File: src/rtl/mcu_el2_pkg.sv
// Shared types for the debug trigger block: matcher packet, stored tdata1 fields,
// the arbitrated write request, and the tdata1 read-image builder.
package mcu_el2_pkg;

  localparam int TD1_DMODE   = 27;
  localparam int TD1_HIT     = 20;
  localparam int TD1_SELECT  = 19;
  localparam int TD1_ACTION  = 12;
  localparam int TD1_CHAIN   = 11;
  localparam int TD1_MATCH   = 7;
  localparam int TD1_M       = 6;
  localparam int TD1_EXECUTE = 2;
  localparam int TD1_STORE   = 1;
  localparam int TD1_LOAD    = 0;

  localparam logic [3:0] TRIG_TYPE_MCONTROL = 4'd2;

  typedef struct packed {
    logic        select;
    logic        match;
    logic        store;
    logic        load;
    logic        execute;
    logic        m;
    logic [31:0] tdata2;
  } mcu_el2_trigger_pkt_t;

  typedef struct packed {
    logic dmode;
    logic hit;
    logic select;
    logic action;
    logic chain;
    logic match;
    logic m;
    logic execute;
    logic store;
    logic load;
  } trig_tdata1_t;

  typedef struct packed {
    logic        vld;
    logic        dbg;
    logic [1:0]  sel;
    logic        regsel;
    logic [31:0] data;
  } trig_wr_req_t;

  // Unimplemented bits read as zero; type and maskmax are constants.
  function automatic logic [31:0] tdata1_pack(trig_tdata1_t t, logic [5:0] maskmax);
    logic [31:0] v;
    v              = '0;
    v[31:28]       = TRIG_TYPE_MCONTROL;
    v[TD1_DMODE]   = t.dmode;
    v[26:21]       = maskmax;
    v[TD1_HIT]     = t.hit;
    v[TD1_SELECT]  = t.select;
    v[TD1_ACTION]  = t.action;
    v[TD1_CHAIN]   = t.chain;
    v[TD1_MATCH]   = t.match;
    v[TD1_M]       = t.m;
    v[TD1_EXECUTE] = t.execute;
    v[TD1_STORE]   = t.store;
    v[TD1_LOAD]    = t.load;
    return v;
  endfunction

endpackage

File: src/rtl/mcu_el2_dec_trigger_ctl_if.sv
// Trigger CSR write port: core and debug-module requesters plus the drop indication.
interface mcu_el2_dec_trigger_ctl_if;

  logic        core_wr_valid;
  logic        core_wr_ready;
  logic [1:0]  core_wr_sel;
  logic        core_wr_reg;
  logic [31:0] core_wr_data;

  logic        dbg_wr_valid;
  logic        dbg_wr_ready;
  logic [1:0]  dbg_wr_sel;
  logic        dbg_wr_reg;
  logic [31:0] dbg_wr_data;

  logic        wr_err;

  modport master (
    output core_wr_valid, core_wr_sel, core_wr_reg, core_wr_data,
    output dbg_wr_valid, dbg_wr_sel, dbg_wr_reg, dbg_wr_data,
    input  core_wr_ready, dbg_wr_ready, wr_err
  );

  modport slave (
    input  core_wr_valid, core_wr_sel, core_wr_reg, core_wr_data,
    input  dbg_wr_valid, dbg_wr_sel, dbg_wr_reg, dbg_wr_data,
    output core_wr_ready, dbg_wr_ready, wr_err
  );

endinterface

File: src/rtl/mcu_el2_trig_slot.sv
// One trigger register set: tdata1 fields plus tdata2, with dmode lock,
// write legalisation and hit-bit set (an accepted tdata1 write beats the hit set).
module mcu_el2_trig_slot
  import mcu_el2_pkg::*;
#(
  parameter bit CHAIN_OK = 1'b1
) (
  input  logic         clk,
  input  logic         rst_l,
  input  logic         wr_en,
  input  logic         wr_dbg,
  input  logic         wr_reg,
  input  logic [31:0]  wr_data,
  input  logic         partner_dmode,
  input  logic         fire,
  output trig_tdata1_t tdata1,
  output logic [31:0]  tdata2,
  output logic         wr_drop
);

  trig_tdata1_t td1_q, td1_d, td1_wr;
  logic [31:0]  td2_q, td2_d;
  logic         wr_ok;

  // Only the debug module may touch a dmode-owned trigger.
  assign wr_drop = wr_en & td1_q.dmode & ~wr_dbg;
  assign wr_ok   = wr_en & ~wr_drop;

  always_comb begin
    td1_wr         = '0;
    td1_wr.dmode   = wr_dbg & wr_data[TD1_DMODE];
    td1_wr.hit     = wr_data[TD1_HIT];
    td1_wr.select  = wr_data[TD1_SELECT];
    td1_wr.action  = td1_wr.dmode & wr_data[TD1_ACTION];
    // A non-debug even trigger may not chain onto a debug-owned odd partner.
    td1_wr.chain   = CHAIN_OK & wr_data[TD1_CHAIN] & ~(partner_dmode & ~td1_wr.dmode);
    td1_wr.match   = wr_data[TD1_MATCH];
    td1_wr.m       = wr_data[TD1_M];
    td1_wr.execute = wr_data[TD1_EXECUTE];
    td1_wr.store   = wr_data[TD1_STORE];
    td1_wr.load    = wr_data[TD1_LOAD];
  end

  always_comb begin
    td1_d = td1_q;
    td2_d = td2_q;
    if (fire)
      td1_d.hit = 1'b1;
    if (wr_ok & ~wr_reg)
      td1_d = td1_wr;
    if (wr_ok & wr_reg)
      td2_d = wr_data;
  end

  always_ff @(posedge clk or negedge rst_l) begin
    if (!rst_l) begin
      td1_q <= '0;
      td2_q <= '0;
    end else begin
      td1_q <= td1_d;
      td2_q <= td2_d;
    end
  end

  assign tdata1 = td1_q;
  assign tdata2 = td2_q;

endmodule

File: src/rtl/mcu_el2_dec_trigger_ctl.sv
// Debug trigger control: CSR write arbitration (debug first), per-trigger register
// slots, R-stage match register, pairwise chaining, hit set and action resolution.
module mcu_el2_dec_trigger_ctl
  import mcu_el2_pkg::*;
#(
  parameter int NTRIG   = 4,
  parameter int MASKMAX = 31
) (
  input  logic                             clk,
  input  logic                             rst_l,
  mcu_el2_dec_trigger_ctl_if.slave         wr_if,
  input  logic [1:0]                       rd_sel,
  input  logic                             rd_reg,
  output logic [31:0]                      rd_data,
  output mcu_el2_trigger_pkt_t [NTRIG-1:0] trigger_pkt_any,
  input  logic [NTRIG-1:0]                 i0_trigger_match_d,
  input  logic                             i0_valid_d,
  input  logic                             i0_flush_r,
  output logic [NTRIG-1:0]                 trigger_fire_r,
  output logic                             trigger_action_dbg,
  output logic                             trigger_action_brk
);

  localparam logic [5:0] MASKMAX_F = 6'(MASKMAX);

  trig_wr_req_t                   req;
  trig_tdata1_t [NTRIG-1:0]       td1;
  logic         [NTRIG-1:0][31:0] td2;
  logic         [NTRIG-1:0][31:0] td1_rd;
  logic         [NTRIG-1:0]       wr_drop;
  logic         [NTRIG-1:0]       chain, action;
  logic         [NTRIG-1:0]       match_r_q, match_r_d;
  logic         [NTRIG-1:0]       fire;

  // Readies are held low while in reset so nothing looks accepted.
  assign wr_if.dbg_wr_ready  = wr_if.dbg_wr_valid & rst_l;
  assign wr_if.core_wr_ready = wr_if.core_wr_valid & ~wr_if.dbg_wr_valid & rst_l;

  always_comb begin
    req        = '0;
    req.vld    = wr_if.dbg_wr_valid | wr_if.core_wr_valid;
    req.dbg    = wr_if.dbg_wr_valid;
    req.sel    = wr_if.dbg_wr_valid ? wr_if.dbg_wr_sel  : wr_if.core_wr_sel;
    req.regsel = wr_if.dbg_wr_valid ? wr_if.dbg_wr_reg  : wr_if.core_wr_reg;
    req.data   = wr_if.dbg_wr_valid ? wr_if.dbg_wr_data : wr_if.core_wr_data;
  end

  assign wr_if.wr_err = |wr_drop;

  for (genvar i = 0; i < NTRIG; i++) begin : g_slot
    mcu_el2_trig_slot #(
      .CHAIN_OK ((i % 2) == 0)
    ) u_slot (
      .clk           (clk),
      .rst_l         (rst_l),
      .wr_en         (req.vld & (req.sel == 2'(i))),
      .wr_dbg        (req.dbg),
      .wr_reg        (req.regsel),
      .wr_data       (req.data),
      .partner_dmode (td1[i ^ 1].dmode),
      .fire          (trigger_fire_r[i]),
      .tdata1        (td1[i]),
      .tdata2        (td2[i]),
      .wr_drop       (wr_drop[i])
    );

    assign td1_rd[i] = tdata1_pack(td1[i], MASKMAX_F);
    assign chain[i]  = td1[i].chain;
    assign action[i] = td1[i].action;

    assign trigger_pkt_any[i].select  = td1[i].select;
    assign trigger_pkt_any[i].match   = td1[i].match;
    assign trigger_pkt_any[i].store   = td1[i].store;
    assign trigger_pkt_any[i].load    = td1[i].load;
    assign trigger_pkt_any[i].execute = td1[i].execute;
    assign trigger_pkt_any[i].m       = td1[i].m;
    assign trigger_pkt_any[i].tdata2  = td2[i];
  end

  always_comb begin
    rd_data = '0;
    for (int i = 0; i < NTRIG; i++)
      if (rd_sel == 2'(i))
        rd_data = rd_reg ? td2[i] : td1_rd[i];
  end

  assign match_r_d = i0_trigger_match_d & {NTRIG{i0_valid_d}};

  always_ff @(posedge clk or negedge rst_l) begin
    if (!rst_l)
      match_r_q <= '0;
    else
      match_r_q <= match_r_d;
  end

  // A chained pair fires together only when both halves matched.
  for (genvar p = 0; p < NTRIG / 2; p++) begin : g_pair
    logic both;
    assign both          = match_r_q[2*p] & match_r_q[2*p+1];
    assign fire[2*p]     = chain[2*p] ? both : match_r_q[2*p];
    assign fire[2*p+1]   = chain[2*p] ? both : match_r_q[2*p+1];
  end

  assign trigger_fire_r     = fire & ~{NTRIG{i0_flush_r}};
  assign trigger_action_dbg = |(trigger_fire_r & action);
  assign trigger_action_brk = |trigger_fire_r & ~trigger_action_dbg;

endmodule

File: src/flat_wrapper.sv
// flat-port wrapper written by rule: the top's interface ports become plain ports
module mcu_el2_dec_trigger_ctl_flat import mcu_el2_pkg::*;
#(
  parameter int NTRIG   = 4,
  parameter int MASKMAX = 31
)
  (clk, rst_l, rd_sel, rd_reg, rd_data, trigger_pkt_any, i0_trigger_match_d, i0_valid_d, i0_flush_r, trigger_fire_r, trigger_action_dbg, trigger_action_brk, wr_if_core_wr_valid, wr_if_core_wr_sel, wr_if_core_wr_reg, wr_if_core_wr_data, wr_if_dbg_wr_valid, wr_if_dbg_wr_sel, wr_if_dbg_wr_reg, wr_if_dbg_wr_data, wr_if_core_wr_ready, wr_if_dbg_wr_ready, wr_if_wr_err);
  mcu_el2_dec_trigger_ctl_if wr_if_i ();
  input  logic clk;
  input  logic rst_l;
  input  logic [1:0] rd_sel;
  input  logic rd_reg;
  output logic [31:0] rd_data;
  output mcu_el2_trigger_pkt_t [NTRIG-1:0] trigger_pkt_any;
  input  logic [NTRIG-1:0] i0_trigger_match_d;
  input  logic i0_valid_d;
  input  logic i0_flush_r;
  output logic [NTRIG-1:0] trigger_fire_r;
  output logic trigger_action_dbg;
  output logic trigger_action_brk;
  input wire logic [$bits(wr_if_i.core_wr_valid)-1:0] wr_if_core_wr_valid;
  input wire logic [$bits(wr_if_i.core_wr_sel)-1:0] wr_if_core_wr_sel;
  input wire logic [$bits(wr_if_i.core_wr_reg)-1:0] wr_if_core_wr_reg;
  input wire logic [$bits(wr_if_i.core_wr_data)-1:0] wr_if_core_wr_data;
  input wire logic [$bits(wr_if_i.dbg_wr_valid)-1:0] wr_if_dbg_wr_valid;
  input wire logic [$bits(wr_if_i.dbg_wr_sel)-1:0] wr_if_dbg_wr_sel;
  input wire logic [$bits(wr_if_i.dbg_wr_reg)-1:0] wr_if_dbg_wr_reg;
  input wire logic [$bits(wr_if_i.dbg_wr_data)-1:0] wr_if_dbg_wr_data;
  output wire logic [$bits(wr_if_i.core_wr_ready)-1:0] wr_if_core_wr_ready;
  output wire logic [$bits(wr_if_i.dbg_wr_ready)-1:0] wr_if_dbg_wr_ready;
  output wire logic [$bits(wr_if_i.wr_err)-1:0] wr_if_wr_err;
  assign wr_if_i.core_wr_valid = wr_if_core_wr_valid;
  assign wr_if_i.core_wr_sel = wr_if_core_wr_sel;
  assign wr_if_i.core_wr_reg = wr_if_core_wr_reg;
  assign wr_if_i.core_wr_data = wr_if_core_wr_data;
  assign wr_if_i.dbg_wr_valid = wr_if_dbg_wr_valid;
  assign wr_if_i.dbg_wr_sel = wr_if_dbg_wr_sel;
  assign wr_if_i.dbg_wr_reg = wr_if_dbg_wr_reg;
  assign wr_if_i.dbg_wr_data = wr_if_dbg_wr_data;
  assign wr_if_core_wr_ready = wr_if_i.core_wr_ready;
  assign wr_if_dbg_wr_ready = wr_if_i.dbg_wr_ready;
  assign wr_if_wr_err = wr_if_i.wr_err;
  mcu_el2_dec_trigger_ctl #(.NTRIG(NTRIG), .MASKMAX(MASKMAX)) u_core (.clk(clk), .rst_l(rst_l), .wr_if(wr_if_i), .rd_sel(rd_sel), .rd_reg(rd_reg), .rd_data(rd_data), .trigger_pkt_any(trigger_pkt_any), .i0_trigger_match_d(i0_trigger_match_d), .i0_valid_d(i0_valid_d), .i0_flush_r(i0_flush_r), .trigger_fire_r(trigger_fire_r), .trigger_action_dbg(trigger_action_dbg), .trigger_action_brk(trigger_action_brk));
endmodule
File: config.mk
export PLATFORM = sky130hd
export DESIGN_NAME = mcu_el2_dec_trigger_ctl_flat
export DESIGN_NICKNAME = d
export VERILOG_FILES = /design/src/rtl/mcu_el2_pkg.sv /design/src/rtl/mcu_el2_dec_trigger_ctl_if.sv /design/src/rtl/mcu_el2_trig_slot.sv /design/src/rtl/mcu_el2_dec_trigger_ctl.sv /design/src/flat_wrapper.sv
export SDC_FILE = /design/constraint.sdc
export NUM_CORES = 1
export LEC_CHECK = 0
export BUFFER_PORTS_ARGS = -buffer_cell sky130_fd_sc_hd__buf_2
export CAP_MARGIN = 10
export CORE_MARGIN = 5
export CORE_UTILIZATION = 55
export DETAILED_ROUTE_END_ITERATION = 12
export PLACE_DENSITY = 0.85
export SLEW_MARGIN = 20
export SYNTH_ARGS = -nofsm -noshare
export SYNTH_HDL_FRONTEND = slang
export SYNTH_SLANG_ARGS = --single-unit
File: constraint.sdc
create_clock -name clk -period 2.55 [get_ports clk]
set_input_delay 0.1275 -clock clk [delete_from_list [all_inputs] [get_ports clk]]
set_output_delay 0.1275 -clock clk [all_outputs]
set_load 0.05 [all_outputs]
==> results of run 1 <==
-- cells in the mapped netlist (all sizes together), types with 6 or more instances --
cell type	n
a21oi	65
and2	22
buf	60
clkbuf	15
dfrtp	170
inv	7
mux2	12
mux2i	39
mux4	41
nand2	91
nand2b	7
nor2	66
nor3	6
nor3b	9
o21ai	97
-- layout make-up --
class / instances / share of cell area, %
inverters: 7 / 0.256
clock buffers: 19 / 4.41
repair buffers: 303 / 16.3
clock inverters: 13 / 1.62
flip-flops and latches: 170 / 41.4
well taps: 184 / 2.24
multi-input cells: 492 / 33.8
-- final timing paths --
kind | startpoint | to | slack [ps] | cells after the start
worst max-delay path | u_core.g_slot[2].u_slot.tdata1[5]$_DFFE_PN0P_ | trigger_action_brk | 350 | 5
worst min-delay path | wr_if_dbg_wr_data[27] | u_core.g_slot[1].u_slot.tdata1[9]$_DFFE_PN0P_ | 30 | 2
worst max register to register | u_core.g_slot[0].u_slot.tdata1[9]$_DFFE_PN0P_ | u_core.g_slot[0].u_slot.tdata2[2]$_DFFE_PN0P_ | 850 | 5
worst min register to register | u_core.g_slot[1].u_slot.tdata2[12]$_DFFE_PN0P_ | u_core.g_slot[1].u_slot.tdata2[12]$_DFFE_PN0P_ | 500 | 2
max in group asynchronous | rst_l | u_core.g_slot[3].u_slot.tdata2[3]$_DFFE_PN0P_ | 1490 | 3
min in group asynchronous | rst_l | u_core.g_slot[3].u_slot.tdata2[12]$_DFFE_PN0P_ | 220 | 2
-- registers in the layout, summed over array words and instances, names as in the netlist --
signal / flops
u_core.g_slot.u_slot.tdata2: 128
u_core.g_slot.u_slot.tdata1: 38
u_core.match_r_q: 4
-- what timing repair did --
item	4_1_cts	5_1_grt
hold endpoints to repair	48	0
hold buffers	9	0
setup buffers	0	0
endpoints found under the setup margin	0	0
-- stage by stage --
| stage | hold slack (ps) | power, mW | cell area [µm²] | util, % |
|---|---|---|---|---|
| 2_1_floorplan | -168 | 7.57 | 8180 | - |
| 5_1_grt | 31.4 | 11.9 | 10300 | 70.7 |
| 4_1_cts | 9.20 | 11.4 | 10300 | 70.7 |
| 6_report | 29.4 | 11.4 | 10300 | 70.7 |
| 3_5_place_dp | 89.6 | 8.72 | 9570 | 65.8 |
| 3_3_place_gp | 90.8 | 8.62 | 9570 | 65.8 |
-- cells by family after synthesis --
group	Yosys count
AO/OA/AOI/OAI	181
multiplexers	92
flip-flops	170
AND/OR/NAND/NOR	219
buffers and inverters	82
-- power breakdown --
part	total, mW	switching (mW)	leakage (nW)	internal (mW)
Clock	2.68	1.08	0.296	1.60
Combinational	4.80	3.58	2.68	1.22
Sequential	3.90	0.559	2.03	3.34
-- layer usage --
| metal | track usage, % | vias up |
|---|---|---|
| li1 | - | 3091 |
| met1 | 33.5 | 3381 |
| met2 | 46.6 | 334 |
| met3 | 8.02 | 41 |
| met4 | 9.77 | 0 |
| met5 | 0 | - |
==> run metrics, run 1 <==
fill count 1,095; Avg Cell Area, Syn 11.0 µm²; WP data required 2420 ps; CP max FO 5; # diodes 0; register area share after synthesis 52.0%; Buffers & Inverters on Critical Path 1; CP max stage delay 490 ps; post-route clock period utilization 86.3%; initial antenna violation count 0; cells along the critical path nor2b_1, nor3b_1, nor4_1, nor2_1, buf_2; Place WS 523 ps; routability cong. 0.903; Synth Area in Compound Gates 12.1%; Die Footprint 0.0174 mm²; port bufs 275; Max Cap Viol 0; FF+latch count, synth 170; NumNets Final 1,074; Adder-Cell Fraction of Synth Area 0%; Rows 44; Detail Route met3 WL 1910 µm; Area growth, synth to finish 25.7%; root buffer cell clkbuf_16; GRT Overall Usage 27.4%; number of synthesized flops with an enable pin 0; Vias 6,847; clk_lat worst skew 420 ps; Post-Layout Cell Count 1,188; Clock Skew 6.90 ps; io pins 276; critical path's slowest cell nor3b_1; global-route wire length before repair 38,200 µm; final worst path period need 2200 ps; CTS resizes 0; Detail Route met2 WL 12,100 µm; RSZ-0062 raised after global routing no; top_reg_cell synth dfrtp_1; relative slew slack 45.5%; Setup crit end kind output port; critical path arrival 2070 ps; Highest Signal Layer met4; power density cells 1110 mW/mm²; Die H 132 µm; CTS buffer count 17; CTS tree built; largest cells by area after synthesis dfrtp_1, mux4_2, o21ai_0, mux2i_1, nand2_1; post-synth top area share 52.0%; most frequent cells in the layout buf_2, dfrtp_1, o21ai_0; Starting Density 56.3%; # clock sinks 170; routed length per instance 19.9 µm; # setup viols final 0; Multi-input gate area 0.00347 mm²; Synth warnings 0; area share of and/or/nand/nor cells after synthesis 12.4%; Core Region 0.0145 mm²; multiplexer area fraction after synthesis 17.7%; FF+latch area 0.00425 mm²; Max Transition Viols Final 0; vias in the first global route 7,060; most common cell after layout, fill and taps aside buf_2; Detailed Route WL 23,700 µm; Setup TNS 0 ps; Distinct cells, synth 44; LEAKAGE 5.01 nW; Max Freq 455 MHz; largest net degree at the start of global routing 93; worst slew pin tran 817 ps; post-route setup slack 350 ps; placed cell count 1,147; post-route ant nets 0; DIE WIDTH 132 µm; Worst-path clk slew 70 ps; Net Count, Synth 827; worst min path class primary input to flop; DR vias/cell 5.76; share of post-route cells with drive strength above 1 38.5%; CP Launch Type flop; deepest clock path buffer count 2; residual DRC count 0; TritonRoute pass-1 iters 7; Max rail drop VDD 0.000741 V; Mapped Area 0.00818 mm²; Setup Crit Path Kind flop to output port; final hold vios 0; initial DRC count 436; total gr overflow 0; XOR/XNOR share of the synthesized area 0%; CP delay by family, top simple AND/OR/NAND/NOR gates; DRT met1 WL 9120 µm; DP HPWL 16,700 µm; main combinational cell family by area after synthesis multiplexers; synthesized instance count 744; post-synth top area cell dfrtp_1; H-tree Lvls 4; outcome finished clean; Post-synth ARST share 100%
No activity file was read; power rests on OpenSTA's default activity.
==> run 2: changes to the inputs <==
CORE_UTILIZATION = 35   (was 55)
PLACE_DENSITY = 0.63   (was 0.85)
REMOVE_ABC_BUFFERS = 1   (was not set)
==> run 2 against run 1 <==
Against the previous run:
- die area is 52% higher
- wire length is 0.42% higher
- clock skew is 2.1 ps higher
- sequential power hardly changed
- worst hold slack better by 7.8 ps
- critical path type unchanged
- count of clock-buffer cells in the layout is 1 lower
- maximum frequency is 7.7% higher
==> run metrics, run 2 (synthesis results as in run 1) <==
hold_buf cts 9; post-route ant nets 0; outcome finished clean; DR vias/cell 4.94; most frequent cells in the layout buf_2, dfrtp_1, o21ai_0; share of post-route cells with drive strength above 1 38.4%; H-tree Lvls 4; routability cong. 0.859; Rows 56; NumNets Final 1,070; final hold slack 37.2 ps; initial DRC count 317; critical path arrival 1910 ps; Max Transition Viols Final 0; largest net degree at the start of global routing 99; deepest clock path buffer count 2; CTS resizes 0; CP max FO 5; post-route clock period utilization 80.1%; placed cell count 1,278; root buffer cell clkbuf_16; LEAKAGE 4.99 nW; Setup Fix Bufs, Post-CTS 0; final hold vios 0; # diodes 0; io pins 276; vias in the first global route 6,453; CP Launch Type flop; Max Cap Viol 0; worst slew pin tran 819 ps; Core Region 0.0233 mm²; initial antenna violation count 0; Max Freq 490 MHz; most common cell after layout, fill and taps aside buf_2; max FFs per register 128; Die Footprint 0.0265 mm²; # clock sinks 170; Clock Skew 9.01 ps; Post-Layout Cell Count 1,317; WP data required 2420 ps; Worst-path clk slew 70 ps; GRT Overall Usage 17.8%; DIE WIDTH 163 µm; RSZ-0062 raised after global routing no; port bufs 275; power density cells 1090 mW/mm²; Die H 163 µm; Detailed Route WL 23,800 µm; Area growth, synth to finish 27.4%; Max rail drop VDD 0.000542 V; clk_lat worst skew 420 ps; DP HPWL 16,800 µm; relative slew slack 45.4%; final worst path period need 2040 ps; global-route wire length before repair 37,100 µm; # setup viols final 0; CTS buffer count 17; TritonRoute pass-1 iters 4; worst min path class primary input to flop; Setup crit end kind output port; CTS tree built; Vias 6,500; total gr overflow 0; Starting Density 35.2%; residual DRC count 0; routed length per instance 18.0 µm; Setup Crit Path Kind flop to output port
==> run 2: path summary, 6_finish.rpt <==
path / startpoint / to / slack [ps] / cells past startpoint
max: u_core.g_slot[2].u_slot.tdata1[5]$_DFFE_PN0P_ / trigger_action_brk / 510 / 5
min: wr_if_dbg_wr_data[27] / u_core.g_slot[1].u_slot.tdata1[9]$_DFFE_PN0P_ / 40 / 2
max reg2reg: u_core.g_slot[0].u_slot.tdata1[9]$_DFFE_PN0P_ / u_core.g_slot[0].u_slot.tdata2[5]$_DFFE_PN0P_ / 860 / 4
min reg2reg: u_core.g_slot[0].u_slot.tdata2[0]$_DFFE_PN0P_ / u_core.g_slot[0].u_slot.tdata2[0]$_DFFE_PN0P_ / 490 / 2
max in group asynchronous: rst_l / u_core.g_slot[3].u_slot.tdata2[21]$_DFFE_PN0P_ / 1530 / 3
min in group asynchronous: rst_l / u_core.g_slot[2].u_slot.tdata1[5]$_DFFE_PN0P_ / 170 / 2
==> run 2: critical path: stages, from the launching register on <==
cell	delay, ps
dfrtp_1	430
nor2b_1	150
nor3b_1	430
nor4_1	120
nor2_1	100
buf_2	270
==> run 2: final cells by class <==
type,instances,area (µm²)
fill,2252,12800
sequential,170,4250
multi-input combinational,492,3480
timing repair buffer,299,1650
clock buffer,18,439
tap,319,399
clock inverter,12,164
inverter,7,26.3
==> run 2: power by group <==
part,internal [mW],leakage (nW),switching [mW]
Clock,1.57,0.287,1.10
Combinational,1.22,2.68,3.53
Sequential,3.34,2.03,0.567
==> run 2: metrics by stage <==
step / setup TNS, ps / setup WS, ps / area [µm²] / total power [mW] / utilization (%)
2_1_floorplan: -233 / -233 / 7730 / 7.36 / -
3_3_place_gp: 0 / 621 / 9720 / 8.67 / 41.8
3_5_place_dp: 0 / 588 / 9720 / 8.72 / 41.8
4_1_cts: 0 / 495 / 10400 / 11.4 / 44.8
5_1_grt: 0 / 374 / 10400 / 11.9 / 44.8
6_report: 0 / 508 / 10400 / 11.3 / 44.8
==> run 2: metal layers <==
metal	up-vias	GRT usage, %	share of wire (%)
met5	-	0	0
met4	0	5.45	2.0
met2	222	28.7	48
met3	23	4.00	5.7
met1	3171	24.2	44
li1	3084	-	-
==> run 3: changes to the inputs <==
clock period = 2.1 ns   (was 2.55 ns; I/O delays follow)
==> run 3 against run 2 <==
Against the previous run:
- register-to-register slack got worse by 410 ps
- clock skew rose by 7.7 ps
- sequential cell count is the same
- final cell count grew 0.84%
- highest routed layer unchanged
- sequential share of layout area is 0.26 points lower
- worst setup slack got worse by 370 ps
- sequential power is 21% higher
- critical endpoint is now rd_data[7]
- clock power up 15%
- first-iteration DRC count is 21% higher
- design area increased by 0.64%
- largest power group unchanged
- wire length grew 1.6%
- die area did not move
==> run metrics, run 3 (synthesis results as in run 1) <==
Max Transition Viols Final 0; Logic pwr share 42.7%; Setup Fix Bufs, Post-CTS 0; Area growth, synth to finish 28.2%; routability cong. 0.851; GRT Overall Usage 18.3%; Max rail drop VDD 0.000668 V; max FFs per register 128; Multi-input gate area 0.00349 mm²; Sw Share 46.8%; CTS tree built; initial DRC count 383; Core Region 0.0233 mm²; worst slew pin tran 739 ps; routed length per instance 18.2 µm; Finished Core Util 45.1%; root buffer cell clkbuf_16; Die Footprint 0.0265 mm²; Psw 6.36 mW; final hold vios 0; most common cell after layout, fill and taps aside buf_2; DR vias/cell 5.01; share of post-route cells with drive strength above 1 39.0%; final worst path period need 1970 ps; Max Cap Viol 0; # diodes 0; Reg power frac 34.8%; post-route ant nets 0; RSZ-0062 raised after global routing no; Place WS 317 ps; io pins 276; CTS buffer count 17; Starting Density 35.2%; residual DRC count 0; deepest clock path buffer count 2; outcome finished clean; H-tree Lvls 4; post-route setup slack 135 ps; cells along the critical path mux4_2, mux2_2, buf_2; Clock Skew 16.8 ps; Detailed Route WL 24,100 µm; Setup crit end kind output port; CP max FO 3; critical path's slowest cell mux4_2; most frequent cells in the layout buf_2, dfrtp_1, o21ai_0; CP Launch Type flop; TritonRoute pass-1 iters 5; global-route wire length before repair 38,000 µm; Worst-path clk slew 60 ps; Pwr Total 13.6 mW; Die H 163 µm; power density cells 1300 mW/mm²; critical path arrival 1860 ps; Setup Crit Path Kind flop to output port; Vias 6,647; WP data required 2000 ps; NumNets Final 1,080; FF+latch area 0.00425 mm²; Cell Int Power 7.24 mW; Setup TNS 0 ps; relative slew slack 50.8%; LEAKAGE 5.03 nW; DIE WIDTH 163 µm; largest net degree at the start of global routing 83; # setup viols final 0; clock share of power 22.5%; worst min path class primary input to flop; total gr overflow 0; CP max stage delay 520 ps; clk_lat worst skew 430 ps; Max Freq 509 MHz; DP HPWL 17,200 µm; final hold slack 22.9 ps; vias in the first global route 6,605; fill count 2,251; port bufs 275; initial antenna violation count 0; # clock sinks 170; Rows 56; post-route clock period utilization 93.6%
-- run 3: changes by cell type in the layout (fill, tap and decap cells not counted), moves of 2 or more --
cell / previous run / this run
buf_12: 5 / 7
buf_4: 11 / 19
bufinv_16: 3 / 1
clkinv_4: 1 / 4
-- run 3: layout make-up --
cell class,count,area share (%)
inverter,7,0.251
timing repair buffer,309,16.7
clock inverter,12,1.13
sequential,170,40.6
tap,319,3.81
clock buffer,19,4.23
multi-input combinational,492,33.3
-- run 3: worst max-delay path: cells and delay by family, from the launching register on --
kind | cells | cell delay, ps
buf+inv | 1 | 210
mux | 2 | 810
flops | 1 | 430
-- run 3: what timing repair did --
item / CTS / global route
hold buffers: 9 / 0
endpoints found under the setup margin: 0 / 1
endpoints found under the hold margin: 39 / 0
resized for setup: 0 / 2
-- run 3: metal layers --
metal / vias up / global-route usage [%] / routed length [µm]
met5: - / 0 / 0
met4: 0 / 5.83 / 437
met3: 26 / 4.00 / 1570
met2: 261 / 28.5 / 11300
met1: 3263 / 25.8 / 10800
li1: 3097 / - / -
-- run 3: power by group through the flow --
stage	combinational [mW]	clock [mW]	sequential, mW
after floorplan	1.75	0	7.19
after global placement	5.77	0	4.77
after detailed placement	5.84	0	4.78
after CTS	5.86	3.14	4.74
after global routing	6.13	3.30	4.86
final	5.81	3.06	4.73
-- run 3: worst paths after layout --
path | cells after the start | startpoint | slack [ps] | to
max | 3 | u_core.g_slot[0].u_slot.tdata2[7]$_DFFE_PN0P_ | 130 | rd_data[7]
min | 2 | wr_if_dbg_wr_data[27] | 20 | u_core.g_slot[0].u_slot.tdata1[9]$_DFFE_PN0P_
max reg2reg | 4 | u_core.g_slot[2].u_slot.tdata1[9]$_DFFE_PN0P_ | 450 | u_core.g_slot[2].u_slot.tdata1[5]$_DFFE_PN0P_
min reg2reg | 2 | u_core.g_slot[1].u_slot.tdata2[28]$_DFFE_PN0P_ | 500 | u_core.g_slot[1].u_slot.tdata2[28]$_DFFE_PN0P_
max in group asynchronous | 3 | rst_l | 1140 | u_core.g_slot[0].u_slot.tdata2[22]$_DFFE_PN0P_
min in group asynchronous | 2 | rst_l | 180 | u_core.g_slot[1].u_slot.tdata1[8]$_DFFE_PN0P_
-- run 3: stage by stage --
| stage | instances | cell area (µm²) |
|---|---|---|
| 2_1_floorplan | 669 | 7730 |
| 3_3_place_gp | 1288 | 9820 |
| 3_5_place_dp | 1288 | 9820 |
| 4_1_cts | 1328 | 10500 |
| 5_1_grt | 1328 | 10500 |
| 6_report | 1328 | 10500 |
